### src/rtl/uart_rx_frame_ctrl_pkg.sv
// Shared types and helpers for the UART receive frame controller.
package uart_frame_pkg;

  // Frame parser states, 3-bit binary encoded.
  typedef enum logic [2:0] {
    IDLE    = 3'd0,
    LEN     = 3'd1,
    PAYLOAD = 3'd2,
    CKSUM   = 3'd3,
    DRAIN   = 3'd4
  } frame_state_t;

  // Default start-of-frame marker.
  localparam logic [7:0] SOF_DEFAULT = 8'hA5;

  // Running frame checksum: plain 8-bit XOR accumulation.
  function automatic logic [7:0] cksum_next(input logic [7:0] cur, input logic [7:0] data_byte);
    return cur ^ data_byte;
  endfunction

endpackage

### src/rtl/uart_rx_frame_ctrl_if.sv
// Byte-strobe input, valid/ready payload stream and error pulses of the frame controller.
interface uart_rx_frame_ctrl_if #(
  parameter int LEN_W = 5
) ();

  logic [7:0]       rx_data;
  logic             done_flag;
  logic             out_valid;
  logic             out_ready;
  logic [7:0]       out_data;
  logic             out_last;
  logic [LEN_W-1:0] frm_len;
  logic             busy;
  logic             err_len;
  logic             err_cksum;
  logic             err_tmo;
  logic             err_ovr;

  // Upstream byte source and downstream consumer side.
  modport master (
    output rx_data, done_flag, out_ready,
    input  out_valid, out_data, out_last, frm_len, busy,
    input  err_len, err_cksum, err_tmo, err_ovr
  );

  // Frame controller side.
  modport slave (
    input  rx_data, done_flag, out_ready,
    output out_valid, out_data, out_last, frm_len, busy,
    output err_len, err_cksum, err_tmo, err_ovr
  );

endinterface

### src/rtl/uart_rx_frame_ctrl_buf.sv
// Payload buffer: DEPTH x 8 registers, synchronous write, combinational read, no reset.
module uart_frame_buf #(
  parameter int DEPTH = 16,
  parameter int AW    = 5
) (
  input  logic          sclk_100M,
  input  logic          i_we,
  input  logic [AW-1:0] i_waddr,
  input  logic [7:0]    i_wdata,
  input  logic [AW-1:0] i_raddr,
  output logic [7:0]    o_rdata
);

  logic [7:0] r_mem [DEPTH];

  // Write the addressed entry; addresses are compared at full width so no index truncation occurs.
  always_ff @(posedge sclk_100M) begin
    for (int i = 0; i < DEPTH; i++) begin
      if (i_we && (i_waddr == AW'(i))) begin
        r_mem[i] <= i_wdata;
      end
    end
  end

  // Combinational read mux; out-of-range addresses read as zero.
  always_comb begin
    o_rdata = 8'h00;
    for (int i = 0; i < DEPTH; i++) begin
      if (i_raddr == AW'(i)) begin
        o_rdata = r_mem[i];
      end
    end
  end

endmodule

### src/rtl/uart_rx_frame_ctrl.sv
// Frames uart_rx bytes (SOF, LEN, payload, XOR checksum), buffers the payload and
// releases it as a valid/ready stream only once the checksum has been verified.
module uart_rx_frame_ctrl
  import uart_frame_pkg::*;
#(
  parameter logic [7:0] SOF_BYTE    = SOF_DEFAULT,
  parameter int         MAX_LEN     = 16,
  parameter int         LEN_W       = 5,
  parameter int         TIMEOUT_CYC = 100000
) (
  input  logic                sclk_100M,
  input  logic                s_rst,
  uart_rx_frame_ctrl_if.slave bus
);

  localparam int               TMO_W     = $clog2(TIMEOUT_CYC);
  localparam logic [7:0]       MAX_LEN_B = 8'(MAX_LEN);
  localparam logic [TMO_W-1:0] TMO_LAST  = TMO_W'(TIMEOUT_CYC - 1);

  frame_state_t     r_state, w_state_next;
  logic [LEN_W-1:0] r_len, w_len_next;
  logic [7:0]       r_cksum, w_cksum_next;
  logic [LEN_W-1:0] r_wr_ptr, w_wr_ptr_next;
  logic [LEN_W-1:0] r_rd_ptr, w_rd_ptr_next;
  logic [TMO_W-1:0] r_tmo_cnt, w_tmo_cnt_next;
  logic             r_out_valid, w_out_valid_next;
  logic             r_err_len, w_err_len_next;
  logic             r_err_cksum, w_err_cksum_next;
  logic             r_err_tmo, w_err_tmo_next;
  logic             r_err_ovr, w_err_ovr_next;

  logic             w_buf_we;
  logic [7:0]       w_rdata;
  logic [LEN_W-1:0] w_len_m1;
  logic             w_rd_last;
  logic             w_timed;
  logic [TMO_W-1:0] w_tmo_inc;
  logic             w_tmo_expire;

  uart_frame_buf #(
    .DEPTH (MAX_LEN),
    .AW    (LEN_W)
  ) u_buf (
    .sclk_100M (sclk_100M),
    .i_we      (w_buf_we),
    .i_waddr   (r_wr_ptr),
    .i_wdata   (bus.rx_data),
    .i_raddr   (r_rd_ptr),
    .o_rdata   (w_rdata)
  );

  assign w_len_m1  = r_len - LEN_W'(1);
  assign w_rd_last = (r_rd_ptr == w_len_m1);
  assign w_timed   = (r_state == LEN) || (r_state == PAYLOAD) || (r_state == CKSUM);
  assign w_tmo_inc = r_tmo_cnt + TMO_W'(1);
  // Expiry is the edge on which the idle count reaches TIMEOUT_CYC-1; a byte on that edge wins.
  assign w_tmo_expire = w_timed && !bus.done_flag && (w_tmo_inc == TMO_LAST);

  // Next-state, datapath and error-pulse decode; at most one error can fire per cycle.
  always_comb begin
    w_state_next     = r_state;
    w_len_next       = r_len;
    w_cksum_next     = r_cksum;
    w_wr_ptr_next    = r_wr_ptr;
    w_rd_ptr_next    = r_rd_ptr;
    w_out_valid_next = r_out_valid;
    w_err_len_next   = 1'b0;
    w_err_cksum_next = 1'b0;
    w_err_tmo_next   = 1'b0;
    w_err_ovr_next   = 1'b0;
    w_buf_we         = 1'b0;
    w_tmo_cnt_next   = '0;

    if (w_timed && !bus.done_flag) begin
      w_tmo_cnt_next = w_tmo_inc;
    end

    if (w_tmo_expire) begin
      w_state_next   = IDLE;
      w_err_tmo_next = 1'b1;
      w_tmo_cnt_next = '0;
    end else begin
      case (r_state)
        IDLE: begin
          if (bus.done_flag && (bus.rx_data == SOF_BYTE)) begin
            w_state_next = LEN;
          end
        end
        LEN: begin
          if (bus.done_flag) begin
            // Range check on the full byte so lengths above 2**LEN_W are not aliased.
            if ((bus.rx_data == 8'd0) || (bus.rx_data > MAX_LEN_B)) begin
              w_err_len_next = 1'b1;
              w_state_next   = IDLE;
            end else begin
              w_len_next    = bus.rx_data[LEN_W-1:0];
              w_cksum_next  = bus.rx_data;
              w_wr_ptr_next = '0;
              w_state_next  = PAYLOAD;
            end
          end
        end
        PAYLOAD: begin
          if (bus.done_flag) begin
            w_buf_we      = 1'b1;
            w_cksum_next  = cksum_next(r_cksum, bus.rx_data);
            w_wr_ptr_next = r_wr_ptr + LEN_W'(1);
            if (r_wr_ptr == w_len_m1) begin
              w_state_next = CKSUM;
            end
          end
        end
        CKSUM: begin
          if (bus.done_flag) begin
            if (bus.rx_data == r_cksum) begin
              w_state_next     = DRAIN;
              w_rd_ptr_next    = '0;
              w_out_valid_next = 1'b1;
            end else begin
              w_err_cksum_next = 1'b1;
              w_state_next     = IDLE;
            end
          end
        end
        DRAIN: begin
          if (r_out_valid && bus.out_ready) begin
            if (w_rd_last) begin
              w_state_next     = IDLE;
              w_out_valid_next = 1'b0;
            end else begin
              w_rd_ptr_next = r_rd_ptr + LEN_W'(1);
            end
          end
          // No room to parse while draining: the byte is dropped and flagged.
          if (bus.done_flag) begin
            w_err_ovr_next = 1'b1;
          end
        end
        default: begin
          w_state_next = IDLE;
        end
      endcase
    end
  end

  // State and datapath registers with synchronous reset; reset abandons any frame silently.
  always_ff @(posedge sclk_100M) begin
    if (s_rst) begin
      r_state     <= IDLE;
      r_len       <= '0;
      r_cksum     <= '0;
      r_wr_ptr    <= '0;
      r_rd_ptr    <= '0;
      r_tmo_cnt   <= '0;
      r_out_valid <= 1'b0;
      r_err_len   <= 1'b0;
      r_err_cksum <= 1'b0;
      r_err_tmo   <= 1'b0;
      r_err_ovr   <= 1'b0;
    end else begin
      r_state     <= w_state_next;
      r_len       <= w_len_next;
      r_cksum     <= w_cksum_next;
      r_wr_ptr    <= w_wr_ptr_next;
      r_rd_ptr    <= w_rd_ptr_next;
      r_tmo_cnt   <= w_tmo_cnt_next;
      r_out_valid <= w_out_valid_next;
      r_err_len   <= w_err_len_next;
      r_err_cksum <= w_err_cksum_next;
      r_err_tmo   <= w_err_tmo_next;
      r_err_ovr   <= w_err_ovr_next;
    end
  end

  // Stream fields are forced to zero outside a drain so reset shows all-zero outputs.
  assign bus.out_valid = r_out_valid;
  assign bus.out_data  = r_out_valid ? w_rdata : 8'h00;
  assign bus.out_last  = r_out_valid && w_rd_last;
  assign bus.frm_len   = r_out_valid ? r_len : '0;
  assign bus.busy      = (r_state != IDLE);
  assign bus.err_len   = r_err_len;
  assign bus.err_cksum = r_err_cksum;
  assign bus.err_tmo   = r_err_tmo;
  assign bus.err_ovr   = r_err_ovr;

endmodule

### src/flat_wrapper.sv
// flat-port wrapper written by rule: the top's interface ports become plain ports
module uart_rx_frame_ctrl_flat import uart_frame_pkg::*;
#(
  parameter logic [7:0] SOF_BYTE    = SOF_DEFAULT,
  parameter int         MAX_LEN     = 16,
  parameter int         LEN_W       = 5,
  parameter int         TIMEOUT_CYC = 100000
)
  (sclk_100M, s_rst, bus_rx_data, bus_done_flag, bus_out_ready, bus_out_valid, bus_out_data, bus_out_last, bus_frm_len, bus_busy, bus_err_len, bus_err_cksum, bus_err_tmo, bus_err_ovr);
  uart_rx_frame_ctrl_if #(.LEN_W(LEN_W)) bus_i ();
  input  logic sclk_100M;
  input  logic s_rst;
  input wire logic [$bits(bus_i.rx_data)-1:0] bus_rx_data;
  input wire logic [$bits(bus_i.done_flag)-1:0] bus_done_flag;
  input wire logic [$bits(bus_i.out_ready)-1:0] bus_out_ready;
  output wire logic [$bits(bus_i.out_valid)-1:0] bus_out_valid;
  output wire logic [$bits(bus_i.out_data)-1:0] bus_out_data;
  output wire logic [$bits(bus_i.out_last)-1:0] bus_out_last;
  output wire logic [$bits(bus_i.frm_len)-1:0] bus_frm_len;
  output wire logic [$bits(bus_i.busy)-1:0] bus_busy;
  output wire logic [$bits(bus_i.err_len)-1:0] bus_err_len;
  output wire logic [$bits(bus_i.err_cksum)-1:0] bus_err_cksum;
  output wire logic [$bits(bus_i.err_tmo)-1:0] bus_err_tmo;
  output wire logic [$bits(bus_i.err_ovr)-1:0] bus_err_ovr;
  assign bus_i.rx_data = bus_rx_data;
  assign bus_i.done_flag = bus_done_flag;
  assign bus_i.out_ready = bus_out_ready;
  assign bus_out_valid = bus_i.out_valid;
  assign bus_out_data = bus_i.out_data;
  assign bus_out_last = bus_i.out_last;
  assign bus_frm_len = bus_i.frm_len;
  assign bus_busy = bus_i.busy;
  assign bus_err_len = bus_i.err_len;
  assign bus_err_cksum = bus_i.err_cksum;
  assign bus_err_tmo = bus_i.err_tmo;
  assign bus_err_ovr = bus_i.err_ovr;
  uart_rx_frame_ctrl #(.SOF_BYTE(SOF_BYTE), .MAX_LEN(MAX_LEN), .LEN_W(LEN_W), .TIMEOUT_CYC(TIMEOUT_CYC)) u_core (.sclk_100M(sclk_100M), .s_rst(s_rst), .bus(bus_i));
endmodule
### config.mk
export PLATFORM = sky130hd
export DESIGN_NAME = uart_rx_frame_ctrl_flat
export DESIGN_NICKNAME = d
export VERILOG_FILES = /design/src/rtl/uart_rx_frame_ctrl_pkg.sv /design/src/rtl/uart_rx_frame_ctrl_if.sv /design/src/rtl/uart_rx_frame_ctrl_buf.sv /design/src/rtl/uart_rx_frame_ctrl.sv /design/src/flat_wrapper.sv
export SDC_FILE = /design/constraint.sdc
export NUM_CORES = 1
export LEC_CHECK = 0
export BUFFER_PORTS_ARGS = -buffer_cell sky130_fd_sc_hd__buf_2
export CORE_MARGIN = 3
export CORE_UTILIZATION = 45
export CTS_CLUSTER_SIZE = 16
export DETAILED_ROUTE_END_ITERATION = 10
export GPL_TIMING_DRIVEN = 0
export HOLD_SLACK_MARGIN = 0.15
export PLACE_DENSITY = 0.63
export SETUP_SLACK_MARGIN = 0.05
export SYNTH_ARGS = -nofsm -noshare
export SYNTH_HDL_FRONTEND = slang
export SYNTH_HIERARCHICAL = 1
export SYNTH_SLANG_ARGS = --single-unit
### constraint.sdc
create_clock -name sclk_100M -period 3.1 [get_ports sclk_100M]
set_input_delay 0.31 -clock sclk_100M [delete_from_list [all_inputs] [get_ports sclk_100M]]
set_output_delay 0.31 -clock sclk_100M [all_outputs]
set_load 0.05 [all_outputs]
==> summary.txt <==
Cells and area
  – Layout cells sized above 1: approximately 18%
  – Util after Layout: 53.60%
  – Diode count: 0
  – Fill cells: 1524
  – Area taken by multi-input logic gates: ~0.0033 mm2
  – NumNets Final: about 800
  – Fin area: approximately 0.0094 mm2
  – Final Non-Filler Cells: 1000
  – Layout area overhead: 14.33%
  – FF+latch area: roughly 0.0048 mm2

Setup path
  – Req. time, crit path: approximately 2.8 ns
  – FF-to-FF End: u_core/u_buf/r_mem[0][54]
  – Worst Setup SP: u_core/r_rd_ptr[4]
  – Worst R2R Setup Slack: ~0.17 ns
  – Reg2reg path depth: 8
  – Critical Path End Type: primary output
  – Critical path type: flop to primary output
  – FF-to-FF Start: u_core/r_state[2]
  – Crit-path max FO: 10
  – Startpoint types: flop
  – Critical path arrival: roughly 2.7 ns

Route
  – Drt total wl: about 21 mm
  – Routed length per instance: 21.07 um
  – Pre-Repair DR Iteration Count: 5
  – Remaining DRCs: 0
  – Violation count after the first detailed-route iteration: 490
  – Antenna Violating Nets Remaining: 0
  – Vias: between 6000 and 7000
  – Vias/cell: 6.022

Outcome
  – Outcome: completed

Timing
  – Hold WS: ~0.29 ns
  – Final setup violation count: 0
  – Max-slew violations: 0
  – Fin worst setup slack: ~0.13 ns
  – Fmax: ~340 MHz
  – Skew final: 0.006366 ns
  – Hold Fails Final Rpt: 0
  – Minimum clock period: just under 3 ns
  – Fin crit share: between 90% and 100%
  – Max_slew headroom: 40.91%
  – Worst-Margin Slew: 0.8815 ns
  – Setup TNS: 0 ns
  – RSZ-0062 raised after global routing: yes

Placed design
  – Dpl cell area: 0.008682 mm2
  – Gpl congestion: slightly above 0.9
  – DP HPWL: approximately 14 mm
  – Buffers added on ports: 30
  – Post-place setup slack: -0.6912 ns
  – Inst Count DP: 966

GRT
  – Largest net degree at the start of global routing: 23
  – Initial antenna violation count: 0
  – First-pass GRT wire length: approximately 33 mm
  – Vias in the first global route: about 6000
  – GRT overflow: 0
  – Global-route usage over all layers: 21.34%

Worst hold path
  – HP Class: input pin to flop
  – Hold_sp: bus_out_ready
  – Hold path depth: 3
  – WHS Endpoint: u_core/r_state[2]

Synthesis
  – Yosys cell types: 78
  – Top cell type by total area after synthesis: edfxtp_1
  – YS warnings: 6
  – Cells after synthesis: around 710
  – Most used flip-flop cell after synthesis: edfxtp_1
  – Synthesized Nets: about 730
  – Syn avg cell area: about 12 um2
  – Post-synth EDFFs: about 130
  – Synth top area cells: edfxtp_1 (47%), dfxtp_1 (12%), nor2_1 (3.1%)
  – Top cell type's share of synthesized area: 46.59%
  – Post-synthesis cell area: a little over 0.008 mm2
  – Sequential cell area fraction in the yosys report: around 58%
  – Number of synthesized register bits: ~180
  – Post-synth ARST share: 0%

Clock network
  – Skew-Pair Late Insertion Delay: 0.43 ns
  – Max Buffers Root-to-Sink: 2
  – H-Tree Depth: 4
  – TritonCTS clock tree: built
  – Total CTS buffers: 17
  – Worst-path clk slew: around 0.070 ns
  – Clock Sinks: ~180
  – Clock root buffer: clkbuf_16

Floorplanning
  – Die width: between 100 and 150 um
  – Core Region: 0.01760 mm2
  – Starting Density: a little under half
  – I/O pin cnt: 32
  – Die extent in y: roughly 140 um
  – Die area: 0.02000 mm2
  – FP Rows: 48

Power and ir drop
  – Pleak: just over 3 nW
  – Tot Pwr: 4.895 mW
  – PwrDens: 518.9 mW/mm2
  – VDD IR max: slightly above 0.4 mV

Job
  – Max-Cap Viols: 0
critical path, cell delays in order (launching register included):
cell	delay (ns)
dfxtp_2	0.41
clkbuf_2	0.24
and3b_2	0.33
clkbuf_4	0.24
nand3_1	0.10
a21oi_1	0.19
nor4_1	0.07
a31oi_1	0.26
and2_1	0.17
clkbuf_4	0.23
per-layer routing:
metal / global-route usage (%) / part of all wire [%] / vias to the layer above
met5: 0 / 0 / -
met4: 7.424 / 2.1 / 0
met3: 3.741 / 5.8 / 39
met2: 34.74 / 48 / 237
met1: 29.05 / 44 / 2949
li1: - / - / 2797
area by class of cell:
class                           instances  area share [%]
Sequential cell                       176           51.05
Buffer                                 37           2.533
Inverter                               20          0.8091
Multi-Input combinational cell        478           34.70
Tap cell                              225           2.984
Clock inverter                         12           1.008
Clock buffer                           20           5.080
Timing Repair Buffer                   32           1.830
state kept, by name, indices dropped and copies added (netlist names):
register / flops
u_core/r_wr_ptr: 5
u_core/r_rd_ptr: 5
u_core/bus.err_len: 1
u_core/bus.out_valid: 1
u_core/r_len: 5
u_core/r_cksum: 8
u_core/r_state: 3
u_core/r_tmo_cnt: 17
u_core/bus.err_cksum: 1
u_core/bus.err_ovr: 1
u_core/u_buf/r_mem: 128
u_core/bus.err_tmo: 1
synth_stat cells, drive strengths merged (18+ instances only):
cell and instances:
dfxtp 48, o21ai 22, mux2i 20, xnor2 23, buf 22, inv 19
nor3 21, and2 18, nor2 68, a21oi 41, nand2 41, edfxtp 128
cell families (layout without fill, tap and decap cells):
family / after synthesis / after routing / share of synthesized area (%)
and+or+nand+nor: 255 / 255 / 16.33
xor gates and xnor gates: 38 / 38 / 4.201
buffers and inverters: 57 / 121 / 3.306
muxes: 29 / 29 / 4.201
adders and majority gates: 5 / 5 / 0.7583
AOI/OAI and AO/OA: 151 / 151 / 12.97
DFF: 176 / 176 / 58.23
worst max path at each step:
stage | endpoint | slack, ns | depth (start not counted)
6_report | bus_out_data[3] | 0.13 | 9
5_1_grt | u_core/u_buf/r_mem[0][53] | 0.006 | 8
4_1_cts | bus_out_data[3] | 0.06 | 9
3_5_place_dp | u_core/u_buf/r_mem[0][16] | -0.69 | 8
3_3_place_gp | u_core/u_buf/r_mem[0][23] | -0.52 | 8
2_1_floorplan | u_core/u_buf/r_mem[0][16] | 0.31 | 8
placed cells by master, fill, tap and decap left out, types with 10 or more instances in the layout:
cell type and count:
inv_1 19, xor2_1 14, nand2b_1 16, buf_2 33, nand4_1 11, xnor2_1 23
and3_1 13, nor3_1 15, and2_1 17, dfxtp_1 43, nor2_1 58, mux2i_1 18
o21ai_0 20, nor2_2 10, clkbuf_16 19, nand3_1 17, clkbuf_1 13, a21oi_1 41
edfxtp_1 128, nand2_1 41
where the power goes:
part,switching [mW],leakage [nW],internal (mW)
clock,0.931,0.290,1.14
combinational,0.191,1.26,0.0813
sequential,0.0133,1.54,2.54
timing repair:
action,4_1_cts,5_1_grt
gates resized for setup,34,22
setup endpoints to repair,88,101
setup buffers,2,0
hold buffers,0,0
pin swaps,1,0
Power figures use the tool's default switching activity.
